==> config.mk <==
export PLATFORM = sky130hd
export DESIGN_NAME = imem_loader
export DESIGN_NICKNAME = d
export VERILOG_FILES = /design/src/rtl/imem_loader.sv
export SDC_FILE = /design/constraint.sdc
export NUM_CORES = 1
export LEC_CHECK = 0
export ABC_AREA = 1
export CORE_AREA = 5 5 120 122
export DETAILED_ROUTE_END_ITERATION = 10
export DIE_AREA = 0 0 125 127
export PLACE_DENSITY_LB_ADDON = 0.12
export SKIP_LAST_GASP = 1
export SLEW_MARGIN = 10
export SYNTH_ARGS = -nofsm -noshare
export SYNTH_HDL_FRONTEND = slang
export SYNTH_SLANG_ARGS = --single-unit
==> constraint.sdc <==
create_clock -name clk -period 2 [get_ports clk]
set_input_delay 0.5 -clock clk [delete_from_list [all_inputs] [get_ports clk]]
set_output_delay 0.5 -clock clk [all_outputs]
set_load 0.005 [all_outputs]
==> src/rtl/imem_loader.sv <==
// Instruction memory loader: parses a length-prefixed byte stream into
// 32-bit words, writes them to IMEM, and releases core reset on success.
//
// Ports:
//   clk, reset (async active-low)  - clock and reset
//   start                          - begin a new load (idle/done/error only)
//   byte_valid, byte_data          - incoming byte stream
//   byte_ready                     - byte accepted when valid && ready
//   mem_we, mem_waddr, mem_wdata   - IMEM write port (one cycle per word)
//   core_reset                     - holds the core unless a load completed
//   busy, done, error              - load status
module imem_loader #(
    parameter int WORDS = 64
) (
    input  logic        clk,
    input  logic        reset,
    input  logic        start,
    input  logic        byte_valid,
    input  logic [7:0]  byte_data,
    output logic        byte_ready,
    output logic        mem_we,
    output logic [31:0] mem_waddr,
    output logic [31:0] mem_wdata,
    output logic        core_reset,
    output logic        busy,
    output logic        done,
    output logic        error
);

    localparam logic [2:0] S_IDLE   = 3'd0;
    localparam logic [2:0] S_LEN_LO = 3'd1;
    localparam logic [2:0] S_LEN_HI = 3'd2;
    localparam logic [2:0] S_DATA   = 3'd3;
    localparam logic [2:0] S_WRITE  = 3'd4;
    localparam logic [2:0] S_DONE   = 3'd5;
    localparam logic [2:0] S_ERROR  = 3'd6;

    localparam logic [16:0] MAX_WORDS = 17'(WORDS);

    logic [2:0]  state;
    logic [15:0] n_words;
    logic [15:0] word_idx;
    logic [1:0]  byte_cnt;
    logic [23:0] asm_q;
    logic        xfer;
    logic [15:0] new_n;
    logic [15:0] next_idx;

    assign byte_ready = (state == S_LEN_LO) || (state == S_LEN_HI) ||
                        (state == S_DATA);
    assign xfer       = byte_valid && byte_ready;
    assign mem_we     = (state == S_WRITE);
    assign busy       = byte_ready || (state == S_WRITE);
    assign done       = (state == S_DONE);
    assign error      = (state == S_ERROR);
    assign core_reset = (state != S_DONE);
    assign new_n      = {byte_data, n_words[7:0]};
    assign next_idx   = word_idx + 16'd1;

    always_ff @(posedge clk or negedge reset) begin
        if (!reset) begin
            state     <= S_IDLE;
            n_words   <= '0;
            word_idx  <= '0;
            byte_cnt  <= '0;
            asm_q     <= '0;
            mem_waddr <= '0;
            mem_wdata <= '0;
        end else begin
            case (state)
                S_IDLE, S_DONE, S_ERROR: begin
                    if (start) begin
                        state    <= S_LEN_LO;
                        word_idx <= '0;
                        byte_cnt <= '0;
                    end
                end
                S_LEN_LO: begin
                    if (xfer) begin
                        n_words[7:0] <= byte_data;
                        state        <= S_LEN_HI;
                    end
                end
                S_LEN_HI: begin
                    if (xfer) begin
                        n_words[15:8] <= byte_data;
                        if (new_n == 16'd0)
                            state <= S_DONE;
                        else if ({1'b0, new_n} > MAX_WORDS)
                            state <= S_ERROR;
                        else
                            state <= S_DATA;
                    end
                end
                S_DATA: begin
                    if (xfer) begin
                        byte_cnt <= byte_cnt + 2'd1;
                        case (byte_cnt)
                            2'd0: asm_q[7:0]   <= byte_data;
                            2'd1: asm_q[15:8]  <= byte_data;
                            2'd2: asm_q[23:16] <= byte_data;
                            default: begin
                                // Latch the full word and its address now so
                                // they stay on the port after the write.
                                mem_wdata <= {byte_data, asm_q};
                                mem_waddr <= {14'd0, word_idx, 2'b00};
                                state     <= S_WRITE;
                            end
                        endcase
                    end
                end
                S_WRITE: begin
                    word_idx <= next_idx;
                    if (next_idx == n_words)
                        state <= S_DONE;
                    else
                        state <= S_DATA;
                end
                default: state <= S_IDLE;
            endcase
        end
    end

endmodule
==> Word-level counts from Yosys, hierarchy flattened <==
Index checks and enable logic that the tools add are counted.
{ "classes": {"add_sub_neg": 2, "n_lt_le_gt_ge": 1, "eq_ne": 15, "mux": 14, "n_bitwise": 1, "n_reduce_logical": 20} }
{ "ops": {"columns": ["operator", "count"], "rows": [
  ["16-bit case mux with 2 select lines", 1],
  ["3-bit two-way mux", 8],
  ["16-bit by 1-bit adder with 16-bit output (second input constant)", 1],
  ["16-bit == test", 1],
  ["16-bit by 7-bit > comparator with 1-bit output (second input constant)", 1],
  ["16-bit zero test", 1],
  ["16-bit two-way mux", 1],
  ["3-bit case mux with 5 select lines", 1],
  ["3-bit AND reduction", 5],
  ["2-bit inequality test (second input constant)", 5],
  ["3-bit == test (second input constant)", 3],
  ["3-bit by 2-bit == test with 1-bit output (second input constant)", 2],
  ["2-bit AND reduction", 3],
  ["3-bit OR reduction", 2],
  ["5-bit AND reduction", 1],
  ["2-bit two-way mux", 2],
  ["2-bit case mux with 2 select lines", 1],
  ["2-bit nonzero test", 2],
  ["3-bit by 1-bit == test with 1-bit output (second input constant)", 1],
  ["3-bit zero test", 1],
  ["1-bit logical OR", 3],
  ["3-bit inequality test (second input constant)", 1],
  ["2-bit by 1-bit adder with 2-bit output (second input constant)", 1],
  ["2-bit by 1-bit == test with 1-bit output (second input constant)", 1],
  ["other kinds (4)", 4]
]} }
{ "totals": {"reg_bits": 109, "inputBits": 12, "output_inout_bits": 70, "wordCells": 63} }

==> Depth between registers and ports, before layout <==
Gate-level depths: netlist (run 1).
{ "logic_depth": {"depth_word": 6, "depth_mapped": 15, "depth_no_buf": 15} }

==> Least setup slack after synthesis (run 1) <==
No wires, ideal clock.
{ "synth_timing": {"kind": "register to register", "startpoint": "register word_idx[0]", "endpoint": "register state[1]", "setup_time_ns": 0.116, "arrival_time_ns": 1.584, "required_time_ns": 1.884, "slack_ns": 0.300, "stages_incl_launch_ff": 16, "path_buffers": 0, "synth_period_minus_slack_ns": 1.700, "cell_sequence": "dfrtp_1 > ha_1 > nand2_1 > inv_1 > nand2_1 > nand2_1 > nand2_1 > nand2_1 > a21oi_1 > nand3_1 > nor2_2 > nand3_1 > nand2_1 > nand2_1 > nand2_1 > nand2_1"} }
{ "synth_between": {"elab_chain_len": 4} }
{ "synth_lines": {"columns": ["element", "line_no", "text"], "rows": [
  ["start, declared", "42", "logic [15:0] word_idx;"],
  ["start signal, assigned", "113", "word_idx <= next_idx;"],
  ["16-bit by 1-bit adder with 16-bit output", "58", "assign next_idx = word_idx + 16'd1;"],
  ["16-bit == test", "114", "if (next_idx == n_words)"],
  ["3-bit two-way mux", "114", null],
  ["3-bit case mux with 5 select lines", "70", "case (state)"],
  ["end signal, assigned", "73", "state <= S_LEN_LO;"],
  ["end signal, assigned", "115", "state <= S_DONE;"],
  ["end signal, assigned", "117", "state <= S_DATA;"],
  ["end, declared", "40", "logic [2:0] state;"]
]} }
Every way passes these cells.
A chain may end at the register's enable or synchronous reset.

==> Final worst setup path (run 1) <==
{ "layout_timing": {"startpoint": "register state[0]", "endpoint": "output error"} }
{ "layout_between": {"elab_chain_len": 1} }
{ "layout_lines": {"columns": ["element", "line_no", "text"], "rows": [
  ["start signal, assigned", "62", "state <= S_IDLE;"],
  ["start signal, assigned", "73", null],
  ["start signal, assigned", "81", "state <= S_LEN_HI;"],
  ["3-bit == test", "55", "assign error = (state == S_ERROR);"],
  ["end, declared", "27", "output logic error"]
]} }
Every way passes these cells.

==> results.md, run 1 <==
* Unrepaired setup endpoints after global routing: yes
* Fill cells at 1249
* Leakage power at 3.20 nW
* Row count at 42
* RR Endpoint: state[1]
* Final cell count without fillers at 845
* Core Area at 13100 um2
* DRT iter0 DRCs at 223
* P per Cell Area at 1060 nW/um2
* Worst setup path category: flop to output pin
* Max FO, Critical Path at 4
* Total power draw at 6.96 mW
* Sequential cell area at 2730 um2
* Post-route ant nets at 0
* M2 GR Usage at 0.252
* Final worst-path cycle share at 0.973
* Number of global-route vias before repair at 4093
* Peak VDD IR at 0.623 mV
* Synth Flop Type: dfrtp_1
* Worst-path clk slew at 0.08 ns
* Layout Skew at 0.00677 ns
* ANT cells at 0
* R2R Path Start: word_idx[5]
* Max-cap viol count at 0
* Die area at 15900 um2
* Fin area at 6570 um2
* Fmax at 0.514 GHz
* Worst setup margin at 0.0549 ns
* Global-route met1 utilization at 0.224
* Routed vias at 4070
* CP Capture Type: output pin
* Inst Count DP at 821
* Post-synth EDFFs at 0
* GRT Util Overall at 0.161
* Post-synthesis sequential area ratio at 0.527
* Crit start category: flop
* Area after DPL at 6130 um2
* Most common cell after layout, fill and taps aside: nand2_1
* Final hold viol count at 0
* H-Tree Level Count at 3
* Hold WC Path Type: input pin to asynchronous set/reset pin
* Post-layout nets at 683
* Grt ovf at 0
* Mapped Cells at 572
* CP startpoint: state[0]
* Final HPWL DP at 9.28 mm
* Ys async rst share at 1.00
* Final Util at 0.502
* Worst Path Required at 1.50 ns
* CP endpoint: error
* M3 GR Usage at 0.0292
* CTS root buffer: clkbuf_16
* GRT Max-Usage Layer: met2
* Total CTS buffers at 9
* Mapped Area at 5180 um2
* Post-layout minimum cycle time at 1.95 ns
* Mapped Avg Cell Area at 9.05 um2
* Critical Path AT at 1.45 ns
* Status: finished clean
* Worst reg-to-reg setup slack at 0.14 ns
* Slowest CP cell: dfrtp_1
* # IOs at 82
* Hold slack at 0.471 ns
* Largest net degree at the start of global routing at 48
* Final Max Tran Viols at 0
* CTS tree: built
* First-pass GRT wire length at 20.6 mm
* Area of the multi-input gates at 2180 um2
* Dpl ws at -0.00562 ns
* TNS Setup at 0 ns
* Initial Util at 0.396
* Vias per cell at 4.82
* Drt wl/cell at 14.8 um
* Clk buf depth at 2
* Synth cell types at 33
* R2r worst-path depth at 13
* Commonest non-fill, non-tap cells in the layout: nand2_1, dfrtp_1, o21ai_0, clkdlybuf4s50_1, inv_1
* Port Buf Inserts at 65
* Drt total wl at 12.5 mm
* Layout cell share with drive strength beyond 1 at 0.163
* Number of remaining DRC errors at 0
* FF+latch count, synth at 109
* Max incr delay on CP at 0.39 ns
* Routability cong. at 0.884
* Die W at 125 um
* Initial antenna violation count at 0
* Critical-path cell list: buf_6 > buf_4 > nor3_1 > dlygate4sd2_1
* Clock Latency Late Sink at 0.35 ns
* Chip Height at 127 um
* Area grow syn2layout at 27.0%
* TritonRoute pass-1 iters at 5
* Setup-failing EPs final at 0
* Clock sink count at 109
* Syn. warnings at 0
## worst min path at each step
stage	endpoint	slack, ns	cells after the start
6_report	asm_q[20]	0.47	2
3_5_place_dp	asm_q[19]	0.31	1
3_3_place_gp	asm_q[19]	0.31	1
5_1_grt	asm_q[19]	0.47	2
4_1_cts	asm_q[19]	0.46	2
2_1_floorplan	asm_q[0]	0.20	0
## flip-flops by register name (all words and copies together) (netlist names)
name and flops:
word_idx 16, mem_waddr 16, state 3, byte_cnt 2, asm_q 24, mem_wdata 32, n_words 16
## synthesized netlist by cell type, types with 2 or more instances
| cell type | n | area share |
|---|---|---|
| nor2_4 | 3 | 0.0065 |
| nor2_8 | 2 | 0.0077 |
| ha_1 | 5 | 0.012 |
| nand4_1 | 10 | 0.012 |
| a21oi_1 | 7 | 0.0068 |
| o22ai_1 | 7 | 0.0085 |
| mux2_1 | 4 | 0.0087 |
| o21ai_0 | 74 | 0.072 |
| dfrtp_1 | 109 | 0.53 |
| inv_2 | 5 | 0.0036 |
| buf_4 | 16 | 0.023 |
| clkbuf_1 | 9 | 0.0065 |
| nor2_1 | 20 | 0.015 |
| buf_2 | 2 | 0.0019 |
| o21ai_1 | 3 | 0.0029 |
| nand3_1 | 33 | 0.032 |
| nand2_1 | 164 | 0.12 |
| buf_6 | 3 | 0.0065 |
| nor2_2 | 8 | 0.0097 |
| mux2_4 | 18 | 0.052 |
| inv_1 | 48 | 0.035 |
| nor3_1 | 2 | 0.0019 |
| nand2_4 | 2 | 0.0044 |
| nand3b_1 | 6 | 0.0087 |
| nor4_1 | 3 | 0.0036 |
| mux2_2 | 2 | 0.0044 |
## metal layers
| layer | wire length [um] | vias to the layer above | share of wire |
|---|---|---|---|
| met5 | 0 | - | 0 |
| met4 | 148 | 0 | 0.012 |
| met3 | 680 | 9 | 0.054 |
| met2 | 5870 | 104 | 0.47 |
| met1 | 5850 | 1928 | 0.47 |
| li1 | - | 2029 | - |
## layout make-up
class / count / area share
Clock buffer: 9 / 0.0343
Timing Repair Buffer: 98 / 0.148
Clock inverter: 5 / 0.00647
Tap cell: 176 / 0.0335
Sequential cell: 109 / 0.416
Inverter: 54 / 0.0310
Multi-Input combinational cell: 394 / 0.331
## worst max-delay path: cells and delay by family, from the launching register on
family / cells / cell delay, ns
flip-flops: 1 / 0.39
buffers and inverters: 3 / 0.53
AND/OR/NAND/NOR: 1 / 0.18
## power by group
part	switching, mW	internal, mW
registers	0.394	2.72
clock network	0.831	0.848
logic	1.16	1.00
total	2.39	4.57
## repair_timing
action                     4_1_cts  5_1_grt
hold buffers                     1        0
pin swaps                        0       15
hold endpoints to repair         2        0
gates resized for setup          9       26
setup endpoints to repair        6        5
setup buffers                    2        7
gates cloned                     0        0
## kinds of logic (layout without fill, tap and decap cells)
family                   Yosys count  count (layout)  share of synthesized area
multiplexers                      24              24                     0.0653
other                              1              16                   0.000724
buffers and inverters             84             166                     0.0773
flip-flops                       109             109                      0.527
XOR/XNOR                           2               2                    0.00338
AND/OR/NAND/NOR                  254             254                      0.221
AO/OA/AOI/OAI                     93              93                     0.0931
adder cells (fa/ha/maj)            5               5                     0.0121
No activity file was read; power rests on OpenSTA's default activity.
==> inputs of run 2 (changes only) <==
--- a/config.mk
+++ b/config.mk
@@ -6,9 +6,9 @@
 export NUM_CORES = 1
 export LEC_CHECK = 0
 export ABC_AREA = 1
-export CORE_AREA = 5 5 120 122
+export CORE_AREA = 2 2 117 119
 export DETAILED_ROUTE_END_ITERATION = 10
-export DIE_AREA = 0 0 125 127
+export DIE_AREA = 0 0 119 121
 export PLACE_DENSITY_LB_ADDON = 0.12
 export SKIP_LAST_GASP = 1
 export SLEW_MARGIN = 10
==> results.md, run 2 (synthesis results as in run 1) <==
* Status: finished clean
* ANT cells at 0 (unchanged)
* Layout cell share with drive strength beyond 1 at 0.191 (+0.0285)
* Drt wl/cell at 14.6 um (-1.4%)
* TritonRoute pass-1 iters at 6 (+1)
* Leakage power at 3.23 nW (+1.1%)
* Post-layout nets at 692 (+1.3%)
* Number of global-route vias before repair at 3969 (-3.0%)
* Hold WC Path Type: input pin to asynchronous set/reset pin
* Critical Path AT at 1.45 ns (about the same)
* CTS root buffer: clkbuf_16
* DRT iter0 DRCs at 273 (+22%)
* Largest registers: mem_wdata x32, asm_q x24
* Worst setup path category: flop to output pin
* Vias per cell at 4.84 (+0.46%)
* Commonest non-fill, non-tap cells in the layout: nand2_1, dfrtp_1, o21ai_0, clkdlybuf4s50_1, inv_1
* Largest Register: mem_wdata
* Final HPWL DP at 8.88 mm (-4.3%)
* Number of remaining DRC errors at 0 (unchanged)
* Final cell count without fillers at 855 (+1.2%)
* # IOs at 82 (unchanged)
* CP Capture Type: output pin
* Fill cells at 1231 (-1.4%)
* Final Util at 0.506 (+0.00383)
* H-Tree Level Count at 3 (unchanged)
* Max FO, Critical Path at 2 (-2)
* First-pass GRT wire length at 20.5 mm (-0.84%)
* Area grow syn2layout at 27.9%
* Peak VDD IR at 0.532 mV (-15%)
* Fmax at 0.514 GHz (about the same)
* Max reg flops at 32 (unchanged)
* Setup-failing EPs final at 0 (unchanged)
* Routed vias at 4137 (+1.6%)
* Max-cap viol count at 0 (unchanged)
* Most common cell after layout, fill and taps aside: nand2_1
* Drt total wl at 12.5 mm (-0.26%)
* Worst Path Required at 1.50 ns (about the same)
* Routability cong. at 0.872 (-1.4%)
* Die area at 14400 um2 (-9.3%)
* CTS tree: built
* Worst-path clk slew at 0.07 ns (about the same)
* Die W at 119 um (-4.8%)
* Inst Count DP at 819 (-0.24%)
* Clk buf depth at 2 (unchanged)
* Final Max Tran Viols at 0 (unchanged)
* Post-layout minimum cycle time at 1.95 ns (+0.00145 ns)
* Core Area at 13100 um2 (unchanged)
* Grt ovf at 0 (unchanged)
* Final hold viol count at 0 (unchanged)
* Initial Util at 0.396 (unchanged)
* Unrepaired setup endpoints after global routing: yes
* Crit start category: flop
* Initial antenna violation count at 0 (unchanged)
* Area after DPL at 6100 um2 (-0.45%)
* Final worst-path cycle share at 0.973 (about the same)
* Clock Latency Late Sink at 0.35 ns (about the same)
* Largest net degree at the start of global routing at 81 (+69%)
* P per Cell Area at 1070 nW/um2 (+1.1%)
* Chip Height at 121 um (-4.7%)
* Port Buf Inserts at 65 (unchanged)
* Clock sink count at 109 (unchanged)
* Total CTS buffers at 9 (unchanged)
* Layout Skew at 0.00829 ns (+0.00152 ns)
* Row count at 42 (unchanged)
* Post-route ant nets at 0 (unchanged)
* Worst reg-to-reg setup slack at 0.10 ns (-0.04 ns)
* Fin area at 6620 um2 (+0.76%)
* GRT Util Overall at 0.184 (+0.0226)
[run 2: changes by cell type in the layout (fill, tap and decap cells not counted), sizes merged]
cell           change
buf               +10
clkbuf             +5
clkdlybuf4s15      -1
clkinv             +2
clkinvlp           -1
dlygate4sd2        -3
dlygate4sd3        -1
dlymetal6s2s       -1
[run 2: cell type report]
cell class,count,area (um2),share of cell area
sequential,109,2730,0.412
timing repair buffer,107,997,0.151
inverter,54,204,0.0308
clock buffer,9,225,0.0340
multi-input combinational,394,2200,0.332
clock inverter,6,47.5,0.00718
tap,176,220,0.0333
[run 2: worst max-delay path: stages (launching register included)]
cell and delay, ns:
dfrtp_1 0.41, nor2_1 0.09, inv_1 0.06, nor2_2 0.11, buf_4 0.12, buf_4 0.09, buf_6 0.10, clkbuf_2 0.11
[run 2: final timing paths]
path,end,cells after the start,from
worst max register to register,state[2],14,word_idx[1]
min in group clk,mem_waddr[7],2,mem_waddr[7]
max in group asynchronous,mem_waddr[15],2,reset
worst min-delay path,mem_wdata[21],2,reset
worst min register to register,mem_waddr[7],2,mem_waddr[7]
worst max-delay path,mem_we,7,state[0]
[run 2: routing by layer]
metal | vias up | track usage | part of all wire
met5 | - | 0 | 0
met1 | 1960 | 0.257 | 0.47
met2 | 113 | 0.278 | 0.45
met3 | 22 | 0.0334 | 0.052
met4 | 0 | 0.0848 | 0.025
li1 | 2042 | - | -
[run 2: where the power goes]
part / switching [mW] / internal [mW]
clock: 0.821 / 0.853
combinational: 1.23 / 1.08
sequential: 0.391 / 2.72
[run 2: stage by stage]
| step | total power, mW | setup TNS (ns) | hold slack (ns) | setup WS [ns] |
|---|---|---|---|---|
| after floorplan | 4.28 | 0 | 0.204 | 0.300 |
| after global placement | 5.11 | 0 | 0.461 | 0.0250 |
| after detailed placement | 5.17 | -0.0289 | 0.474 | -0.0289 |
| after CTS | 6.95 | -0.215 | 0.184 | -0.128 |
| after global routing | 7.63 | -0.231 | 0.206 | -0.0709 |
| final | 7.09 | 0 | 0.168 | 0.0534 |
[run 2: repair_timing]
| action | 4_1_cts | 5_1_grt |
|---|---|---|
| hold buffers | 0 | 0 |
| resized for setup | 10 | 46 |
| setup buffers | 9 | 12 |
| setup endpoints to repair | 6 | 22 |
| pin swaps | 2 | 22 |
